**config.mk**
```make
export PLATFORM = sky130hd
export DESIGN_NAME = dm_stream_dma_flat
export DESIGN_NICKNAME = d
export VERILOG_FILES = /design/src/rtl/dm_stream_dma_if.sv /design/src/rtl/dm_stream_dma.sv /design/src/flat_wrapper.sv
export SDC_FILE = /design/constraint.sdc
export NUM_CORES = 1
export LEC_CHECK = 0
export CAP_MARGIN = 20
export CORE_AREA = 2 2 130 132
export CTS_BUF_LIST = sky130_fd_sc_hd__clkbuf_8
export DETAILED_ROUTE_END_ITERATION = 10
export DIE_AREA = 0 0 132 134
export DONT_BUFFER_PORTS = 1
export MAX_ROUTING_LAYER = met4
export PLACE_DENSITY = 0.74
export SYNTH_ARGS = -nofsm -noshare
export SYNTH_HDL_FRONTEND = slang
export SYNTH_SLANG_ARGS = --single-unit
```
**constraint.sdc**
```tcl
create_clock -name clk -period 10.2 [get_ports clk]
set_input_delay 2.04 -clock clk [delete_from_list [all_inputs] [get_ports clk]]
set_output_delay 2.04 -clock clk [all_outputs]
set_load 0.02 [all_outputs]
```
**src/rtl/dm_stream_dma_if.sv**
```systemverilog
// dm_stream_dma_if: command, write-stream, read-stream and data-memory signals of the stream DMA.
interface dm_stream_dma_if #(parameter int DM_AW = 10, parameter int DM_DW = 32);
  logic             cmd_vld, cmd_rdy, cmd_wr;
  logic [DM_AW-1:0] cmd_addr;
  logic [DM_AW:0]   cmd_len;
  logic [DM_DW-1:0] s_data;
  logic             s_vld, s_rdy;
  logic [DM_DW-1:0] m_data;
  logic             m_vld, m_rdy;
  logic [DM_AW-1:0] mem_addr;
  logic [DM_DW-1:0] mem_wdata, mem_rdata;
  logic             mem_wr_en, mem_rd_en, mem_rdata_vld;
  logic             done, err;
  modport master (
    input  cmd_vld, cmd_wr, cmd_addr, cmd_len, s_data, s_vld, m_rdy, mem_rdata, mem_rdata_vld,
    output cmd_rdy, s_rdy, m_data, m_vld, mem_addr, mem_wdata, mem_wr_en, mem_rd_en, done, err
  );
  modport slave (
    output cmd_vld, cmd_wr, cmd_addr, cmd_len, s_data, s_vld, m_rdy, mem_rdata, mem_rdata_vld,
    input  cmd_rdy, s_rdy, m_data, m_vld, mem_addr, mem_wdata, mem_wr_en, mem_rd_en, done, err
  );
endinterface

```
**src/rtl/dm_stream_dma.sv**
```systemverilog
// dm_stream_dma: stream<->data-memory DMA with credit-limited read-return buffer.
// Define DM_DMA_ERR_EN to build the sticky address-wrap / spurious-read-data error flag.
module dm_stream_dma #(
  parameter int DM_AW    = 10,
  parameter int DM_DW    = 32,
  parameter int RB_DEPTH = 4
) (
  input logic clk,
  input logic rst_n,
  dm_stream_dma_if.master bus
);
  localparam int RB_AW = $clog2(RB_DEPTH);
  localparam logic [RB_AW+1:0] RB_LIM = (RB_AW+2)'(RB_DEPTH);
  typedef enum logic [1:0] {IDLE, WRITE, READ, DRAIN} state_t;
  state_t           state_q, state_d;
  logic [DM_AW-1:0] cnt_q, cnt_d, addr_q, addr_d;
  logic [DM_AW:0]   rem_q, rem_d;
  logic [DM_DW-1:0] wdata_q, wdata_d;
  logic             wr_en_q, wr_en_d, rd_en_q, rd_en_d, s_rdy_q, s_rdy_d, done_q, done_d;
  logic [RB_AW:0]   wp_q, wp_d, rp_q, rp_d, out_q, out_d, occ;
  logic [RB_AW+1:0] credit;
  logic [DM_DW-1:0] rb_q [RB_DEPTH];
  logic             rb_we, pop;
  assign occ    = wp_q - rp_q;
  assign credit = {1'b0, out_q} + {1'b0, occ};
  // Returned data is only accepted against a read still owed, which also drops stale data after reset.
  assign rb_we  = bus.mem_rdata_vld && out_q != '0;
  assign pop    = bus.m_vld && bus.m_rdy;
  always_comb begin
    state_d = state_q;
    cnt_d   = cnt_q;
    rem_d   = rem_q;
    addr_d  = addr_q;
    wdata_d = '0;
    wr_en_d = 1'b0;
    rd_en_d = 1'b0;
    s_rdy_d = 1'b0;
    done_d  = 1'b0;
    case (state_q)
      IDLE: if (bus.cmd_vld) begin
        cnt_d   = bus.cmd_addr;
        rem_d   = bus.cmd_len;
        done_d  = bus.cmd_len == '0;
        s_rdy_d = bus.cmd_len != '0 && bus.cmd_wr;
        state_d = bus.cmd_len == '0 ? IDLE : bus.cmd_wr ? WRITE : READ;
      end
      WRITE: begin
        if (bus.s_vld && s_rdy_q) begin
          wr_en_d = 1'b1;
          addr_d  = cnt_q;
          wdata_d = bus.s_data;
          cnt_d   = cnt_q + DM_AW'(1);
          rem_d   = rem_q - (DM_AW+1)'(1);
          done_d  = rem_d == '0;
          state_d = rem_d == '0 ? IDLE : WRITE;
        end
        s_rdy_d = rem_d != '0;
      end
      READ: begin
        rd_en_d = rem_q != '0 && credit < RB_LIM;
        if (rd_en_d) begin
          addr_d = cnt_q;
          cnt_d  = cnt_q + DM_AW'(1);
          rem_d  = rem_q - (DM_AW+1)'(1);
        end
        state_d = rem_d == '0 ? DRAIN : READ;
      end
      DRAIN: if (pop && occ == (RB_AW+1)'(1) && out_q == '0) begin
        state_d = IDLE;
        done_d  = 1'b1;
      end
      default: state_d = IDLE;
    endcase
    wp_d  = wp_q + (RB_AW+1)'(rb_we);
    rp_d  = rp_q + (RB_AW+1)'(pop);
    out_d = out_q + (RB_AW+1)'(rd_en_d) - (RB_AW+1)'(rb_we);
  end
  always_ff @(posedge clk or negedge rst_n)
    if (!rst_n) begin
      state_q <= IDLE;
      cnt_q   <= '0;
      rem_q   <= '0;
      addr_q  <= '0;
      wdata_q <= '0;
      wr_en_q <= 1'b0;
      rd_en_q <= 1'b0;
      s_rdy_q <= 1'b0;
      done_q  <= 1'b0;
      wp_q    <= '0;
      rp_q    <= '0;
      out_q   <= '0;
    end else begin
      state_q <= state_d;
      cnt_q   <= cnt_d;
      rem_q   <= rem_d;
      addr_q  <= addr_d;
      wdata_q <= wdata_d;
      wr_en_q <= wr_en_d;
      rd_en_q <= rd_en_d;
      s_rdy_q <= s_rdy_d;
      done_q  <= done_d;
      wp_q    <= wp_d;
      rp_q    <= rp_d;
      out_q   <= out_d;
    end
  always_ff @(posedge clk)
    if (rb_we) rb_q[wp_q[RB_AW-1:0]] <= bus.mem_rdata;
  assign bus.cmd_rdy   = state_q == IDLE;
  assign bus.s_rdy     = s_rdy_q;
  assign bus.m_vld     = occ != '0;
  assign bus.m_data    = rb_q[rp_q[RB_AW-1:0]];
  assign bus.mem_addr  = addr_q;
  assign bus.mem_wdata = wdata_q;
  assign bus.mem_wr_en = wr_en_q;
  assign bus.mem_rd_en = rd_en_q;
  assign bus.done      = done_q;
`ifdef DM_DMA_ERR_EN
  logic err_q, err_d;
  assign err_d = err_q || ((wr_en_d || rd_en_d) && cnt_q == '1) || (bus.mem_rdata_vld && out_q == '0);
  always_ff @(posedge clk or negedge rst_n)
    if (!rst_n) err_q <= 1'b0;
    else        err_q <= err_d;
  assign bus.err = err_q;
`else
  assign bus.err = 1'b0;
`endif
endmodule

```
**src/flat_wrapper.sv**
```systemverilog
// flat-port wrapper written by rule: the top's interface ports become plain ports
module dm_stream_dma_flat 
#(
  parameter int DM_AW    = 10,
  parameter int DM_DW    = 32,
  parameter int RB_DEPTH = 4
)
  (clk, rst_n, bus_cmd_vld, bus_cmd_wr, bus_cmd_addr, bus_cmd_len, bus_s_data, bus_s_vld, bus_m_rdy, bus_mem_rdata, bus_mem_rdata_vld, bus_cmd_rdy, bus_s_rdy, bus_m_data, bus_m_vld, bus_mem_addr, bus_mem_wdata, bus_mem_wr_en, bus_mem_rd_en, bus_done, bus_err);
  dm_stream_dma_if #(.DM_AW(DM_AW), .DM_DW(DM_DW)) bus_i ();
  input logic clk;
  input logic rst_n;
  input wire logic [$bits(bus_i.cmd_vld)-1:0] bus_cmd_vld;
  input wire logic [$bits(bus_i.cmd_wr)-1:0] bus_cmd_wr;
  input wire logic [$bits(bus_i.cmd_addr)-1:0] bus_cmd_addr;
  input wire logic [$bits(bus_i.cmd_len)-1:0] bus_cmd_len;
  input wire logic [$bits(bus_i.s_data)-1:0] bus_s_data;
  input wire logic [$bits(bus_i.s_vld)-1:0] bus_s_vld;
  input wire logic [$bits(bus_i.m_rdy)-1:0] bus_m_rdy;
  input wire logic [$bits(bus_i.mem_rdata)-1:0] bus_mem_rdata;
  input wire logic [$bits(bus_i.mem_rdata_vld)-1:0] bus_mem_rdata_vld;
  output wire logic [$bits(bus_i.cmd_rdy)-1:0] bus_cmd_rdy;
  output wire logic [$bits(bus_i.s_rdy)-1:0] bus_s_rdy;
  output wire logic [$bits(bus_i.m_data)-1:0] bus_m_data;
  output wire logic [$bits(bus_i.m_vld)-1:0] bus_m_vld;
  output wire logic [$bits(bus_i.mem_addr)-1:0] bus_mem_addr;
  output wire logic [$bits(bus_i.mem_wdata)-1:0] bus_mem_wdata;
  output wire logic [$bits(bus_i.mem_wr_en)-1:0] bus_mem_wr_en;
  output wire logic [$bits(bus_i.mem_rd_en)-1:0] bus_mem_rd_en;
  output wire logic [$bits(bus_i.done)-1:0] bus_done;
  output wire logic [$bits(bus_i.err)-1:0] bus_err;
  assign bus_i.cmd_vld = bus_cmd_vld;
  assign bus_i.cmd_wr = bus_cmd_wr;
  assign bus_i.cmd_addr = bus_cmd_addr;
  assign bus_i.cmd_len = bus_cmd_len;
  assign bus_i.s_data = bus_s_data;
  assign bus_i.s_vld = bus_s_vld;
  assign bus_i.m_rdy = bus_m_rdy;
  assign bus_i.mem_rdata = bus_mem_rdata;
  assign bus_i.mem_rdata_vld = bus_mem_rdata_vld;
  assign bus_cmd_rdy = bus_i.cmd_rdy;
  assign bus_s_rdy = bus_i.s_rdy;
  assign bus_m_data = bus_i.m_data;
  assign bus_m_vld = bus_i.m_vld;
  assign bus_mem_addr = bus_i.mem_addr;
  assign bus_mem_wdata = bus_i.mem_wdata;
  assign bus_mem_wr_en = bus_i.mem_wr_en;
  assign bus_mem_rd_en = bus_i.mem_rd_en;
  assign bus_done = bus_i.done;
  assign bus_err = bus_i.err;
  dm_stream_dma #(.DM_AW(DM_AW), .DM_DW(DM_DW), .RB_DEPTH(RB_DEPTH)) u_core (.clk(clk), .rst_n(rst_n), .bus(bus_i));
endmodule
```
### Yosys cells after proc, flatten, opt, wreduce, memory -nomap -nowiden

Memory sizes are Yosys's and may differ from the RTL's.
Index checks and enable logic that the tools add are counted.

| word-level totals | value |
|---|---|
| logic and storage cells | 87 |
| input bits | 92 |
| memories | 1 |
| flip-flop bits (word level) | 78 |
| output and inout bits | 81 |
| RAM bits | 128 |

| operators by class | value |
|---|---|
| eq/ne operators | 8 |
| mux-type cells | 34 |
| reductions and logical operators | 23 |
| add/subtract/negate cells | 8 |
| $lt $le $gt $ge | 1 |

Memories:

| memory | depth | bits a word | read ports | clocked after Yosys merged registers in | write ports | line | RTL |
|---|---|---|---|---|---|---|---|
| u_core.rb_q | 4 | 32 | 1 | 0 | 1 | dm_stream_dma.sv:22 | `logic [DM_DW-1:0] rb_q [RB_DEPTH];` |

Operator list:

| kind | number |
|---|---|
| $mux 32 | 2 |
| $mux 11 | 5 |
| $mux 10 | 5 |
| $logic_not 11->1 | 3 |
| $pmux 11 s3 | 1 |
| $reduce_bool 11->1 | 3 |
| $pmux 10 s3 | 1 |
| $pmux 10 s2 | 1 |
| $mux 1 | 11 |
| $sub 11x1->11 const B | 1 |
| $add 10x1->10 const B | 1 |
| $mux 2 | 5 |
| $add 3x1->3 | 3 |
| $reduce_bool 3->1 | 3 |
| $pmux 2 s4 | 1 |
| $logic_and 1x1->1 | 7 |
| $ne 2x1->1 const B | 3 |
| $reduce_and 3->1 | 2 |
| $add 3x3->4 | 1 |
| $eq 2x2->1 const B | 2 |
| $lt 4x3->1 const B | 1 |
| $reduce_and 4->1 | 1 |
| $eq 3x1->1 const B | 1 |
| $logic_not 3->1 | 1 |
| 9 further kinds | 9 |

### Logic depth before layout (Yosys ltp)

| depth | value |
|---|---|
| depth in word-level cells | 9 |
| depth in mapped cells | 15 |
| mapped depth without buffers | 15 |

### Worst setup path before layout

Ideal clock, no wire load.

| timing path | value |
|---|---|
| path kind | input to register |
| start | input bus_mem_rdata_vld |
| end | memory u_core.rb_q[0][0], enable pin |
| cell stages on the path | 2 |
| setup slack | 5.416 ns |
| buffers on the path | 0 |
| data arrival time | 4.323 ns |
| setup time | 0.461 ns |
| required time | 9.739 ns |
| path through | nand2b_1 > nor3_1 |

| on the way | value |
|---|---|
| cells in the longest elaborated chain, start to end | 3 |

Ends and longest elaborated chain:

| element | line | RTL |
|---|---|---|
| start, declared | flat_wrapper.sv:20 | `input wire logic [$bits(bus_i.mem_rdata_vld)-1:0] bus_mem_rdata_vld;` |
| $logic_and 1x1->1 | dm_stream_dma.sv:27 | `assign rb_we = bus.mem_rdata_vld && out_q != '0;` |
| $mux 1 | dm_stream_dma.sv:107 | `if (rb_we) rb_q[wp_q[RB_AW-1:0]] <= bus.mem_rdata;` |
| $mux 1 (implied by the code) | dm_stream_dma.sv:107 |  |
| end, declared | dm_stream_dma.sv:22 |  |

Every way passes these cells.

### Worst setup path after layout

| timing path | value |
|---|---|
| start | register u_core.wp_q[0] |
| end | output bus_m_vld |

| on the way | value |
|---|---|
| cells in the longest elaborated chain, start to end | 2 |

Ends and longest elaborated chain:

| element | line | RTL |
|---|---|---|
| start, declared | dm_stream_dma.sv:20 | `logic [RB_AW:0] wp_q, wp_d, rp_q, rp_d, out_q, out_d, occ;` |
| start signal, assigned | dm_stream_dma.sv:102 | `wp_q <= wp_d;` |
| $sub 3x3->3 | dm_stream_dma.sv:24 | `assign occ = wp_q - rp_q;` |
| $reduce_bool 3->1 | dm_stream_dma.sv:110 | `assign bus.m_vld = occ != '0;` |
| end, declared | flat_wrapper.sv:24 | `output wire logic [$bits(bus_i.m_vld)-1:0] bus_m_vld;` |

Every way passes these cells.

==> qor.yml <==
fillers: 1258
htree_levels: 2
grt_usage_pct: 21.33
setup_viol: 0
tightestPinTransition_ns: 0.7737
core_area_um2: 16290
antenna_found_initial: 0
chipWidth_um: 132
seq_power_share_pct: 40.4
yosysWarnings: 0
wirelength_um: 18230
synth_top_flop_cell: "edfxtp_1"
timing.fmax_mhz: 236.5
drive_above_1_share_pct: 18.04
cts.repair.resized: 0
initial_core_util_pct: 53.78
clock-skew-final_ns: 0.02315
maxCapViolCount: 0
dr.pass1.iters: 5
cpPeakStageDelay_ns: 0.41
multiInputGateArea_um2: 2726
wl_met2_um: 8977
hp-class: "register to register"
cts_hold_buf: 0
setup_tns_ns: 0
ff_latch_area_um2: 5797
port_buffers: 0
worstPathMaxFanout: 4
synth.distinct_cells: 63
cp-startpoint: "u_core.wp_q[0]"
finalMaxSlewViolations: 0
min_period_ns: 4.228
cpMostUsedCell: "inv_1"
crit_arrival_ns: 2.19
core.rowCount: 47
grt_pass1_wl_um: 28370
switching_share_pct: 37.15
hold_start: "u_core.wp_q[2]"
num_io_pins: 173
rsz0062_at_grt: "false"
synth_edf_count: 128
powerDensity_nw_per_um2: 297.7
crit_required_ns: 8.16
r2r-end: "u_core.bus.mem_addr[2]"
avgSynthCellArea_um2: 14.90
clock_path_buffers: 3
place.detailed.hpwl_um: 12190
vias_per_cell: 5.966
syn_inst: 588
p_comb_share_pct: 35.7
ir_worst_vdd_mv: 0.1891
met1_length_um: 7200
path_class: "register to output pin"
place_congestion: 0.8982
dr_wl_met3_um: 1722
async_flop_share_pct: 37.86
crit_path_end: "bus_m_vld"
status: "completed"
grt_max_degree: 79
clkPwrFrac_pct: 24.0
highest_layer: "met4"
antenna_cells: 0
yosysSeqAreaShare_pct: 66.15
startpoint_type: "register"
finalCritPeriodShare_pct: 41.45
root_buffer: "clkbuf_8"
cts_tree: "built"
post-cts-setup-buffers: 0
vias: 5017
finish.net_count: 707
cpMaxStageDelayCell: "dfrtp_1"
die_area_um2: 17690
worstSkewPairLatency_ns: 0.52
cts_sinks: 206
route.detailed.drc: 0
r2r-start: "u_core.wp_q[0]"
finalHoldViolCount: 0
rrSetupSlack_ns: 6.25
path_clk_slew_ns: 0.06
slew_headroom_pct: 48.08
fin_ws_ns: 5.972
syn2layout_area_growth_pct: 9.597
worstPathCellList: "inv_1 -> ha_1 -> inv_1 -> fa_1 -> xnor2_1 -> nor2_1 -> nand2_1"
grt_pass1_vias: 5257
p_switching_mw: 1.062
crit_path_end_kind: "output pin"
p_int_mw: 1.797
syn-cell-area_um2: 8761
cts_buffers: 34
p_leak_nw: 3.651
synth_nets: 699
antenna_left: 0
preCtsSetupSlack_ns: 6.309
drt_iter0_markers: 386
post_drt_wl_per_cell_um: 21.68
reg2reg_depth: 11
ys_ff_latch: 206
gr-total-overflow: 0
fp.dieH_um: 134
==> cell type report <==
| cell class | instances | share of cell area [%] |
|---|---|---|
| Clock buffer | 37 | 5.304 |
| Clock inverter | 24 | 1.525 |
| Inverter | 20 | 0.7819 |
| Multi-Input combinational cell | 327 | 28.39 |
| Sequential cell | 206 | 60.37 |
| Tap cell | 220 | 2.867 |
| Timing Repair Buffer | 7 | 0.7558 |
==> Yosys cell counts (all sizes together) (3+ instances only) <==
cell | count | area [µm²]
a21oi | 25 | 125.1
a22oi | 4 | 30.03
a31oi | 5 | 37.53
and2 | 34 | 212.7
and3 | 9 | 56.30
buf | 13 | 91.33
clkbuf | 22 | 82.58
dfrtp | 78 | 1952
edfxtp | 128 | 3844
ha | 17 | 212.7
inv | 19 | 71.32
mux2 | 10 | 112.6
mux4 | 32 | 720.7
nand2 | 17 | 63.81
nand2b | 3 | 18.77
nand3 | 9 | 45.04
nand3b | 3 | 22.52
nand4 | 10 | 62.56
nor2 | 17 | 63.81
nor3 | 17 | 85.08
nor4 | 7 | 58.81
o21a | 3 | 22.52
o21ai | 32 | 160.2
o22ai | 12 | 75.07
o31ai | 3 | 22.52
or2 | 4 | 25.02
or3 | 6 | 37.54
or4 | 3 | 30.03
xnor2 | 6 | 52.55
xor2 | 7 | 61.31
==> how the worst min path moves through the flow <==
| stage | to | depth (start not counted) |
|---|---|---|
| 6_report | u_core.wp_q[2] | 1 |
| 5_1_grt | u_core.wp_q[2] | 1 |
| 4_1_cts | u_core.wp_q[2] | 1 |
| 3_5_place_dp | u_core.wp_q[2] | 1 |
| 3_3_place_gp | u_core.wp_q[2] | 1 |
| 2_1_floorplan | u_core.rp_q[2] | 1 |
==> metal layers <==
layer	up-vias	track usage [%]
met5	-	-
li1	2265	-
met3	29	6.954
met4	0	6.341
met2	242	34.55
met1	2481	25.84
==> placed cells by master, fill, tap and decap left out, types with 4 or more instances in the layout <==
cell,n
a21oi_1,25
a22oi_1,4
a31oi_1,4
and2_1,34
and3_1,9
buf_4,6
clkbuf_8,37
clkinv_1,4
clkinv_2,6
dfrtp_1,77
edfxtp_1,128
ha_1,17
inv_1,30
mux2_2,10
mux4_2,32
nand2_1,17
nand3_1,9
nand4_1,10
nor2_1,17
nor3_1,15
nor4_1,6
o21ai_0,28
o21ai_1,4
o22ai_1,12
or2_2,4
or3_1,6
xnor2_1,6
xor2_1,7
==> logic make-up after synthesis <==
group	count (synthesis)	synth area share (%)
AO/OA/AOI/OAI	105	7.584
XOR/XNOR	13	1.300
adder cells (fa/ha/maj)	19	2.885
buffers and inverters	55	2.842
flip-flops	206	66.15
multiplexers	44	9.740
other	1	0.04280
AND/OR/NAND/NOR	145	9.454
==> worst max-delay path: cells and delay by family, from the launching register on <==
kind / cells / cell delay, ns
buf+inv: 2 / 0.17
simple gates: 2 / 0.30
fa+ha+maj: 2 / 0.53
xor+xnor: 1 / 0.27
flops: 1 / 0.41
==> registers in the layout, indices dropped and copies added (netlist names), 2 cells and up <==
name,cells
u_core.bus.mem_addr,10
u_core.state_q,2
u_core.rem_q,11
u_core.out_q,3
u_core.rp_q,3
u_core.rb_q,128
u_core.bus.mem_wdata,32
u_core.wp_q,3
u_core.cnt_q,10
==> power groups by stage <==
stage	logic (mW)	clock network, mW	registers (mW)
global route	1.11	0.739	1.17
global placement	0.998	0	1.16
CTS	1.03	0.703	1.15
floorplan	0.871	0	1.12
detailed placement	1.02	0	1.17
finish	1.02	0.685	1.15
==> through the flow <==
step	hold WS (ns)	std cells	utilization [%]	total power, mW	cell area (µm²)
5_1_grt	0.5084	841	58.94	3.022	9602
3_3_place_gp	0.4777	779	54.75	2.157	8919
6_report	0.4942	841	58.94	2.859	9602
3_5_place_dp	0.4772	779	54.75	2.194	8919
2_1_floorplan	0.4576	588	-	1.996	8761
4_1_cts	0.4916	840	58.78	2.885	9574
Power figures use the tool's default switching activity.
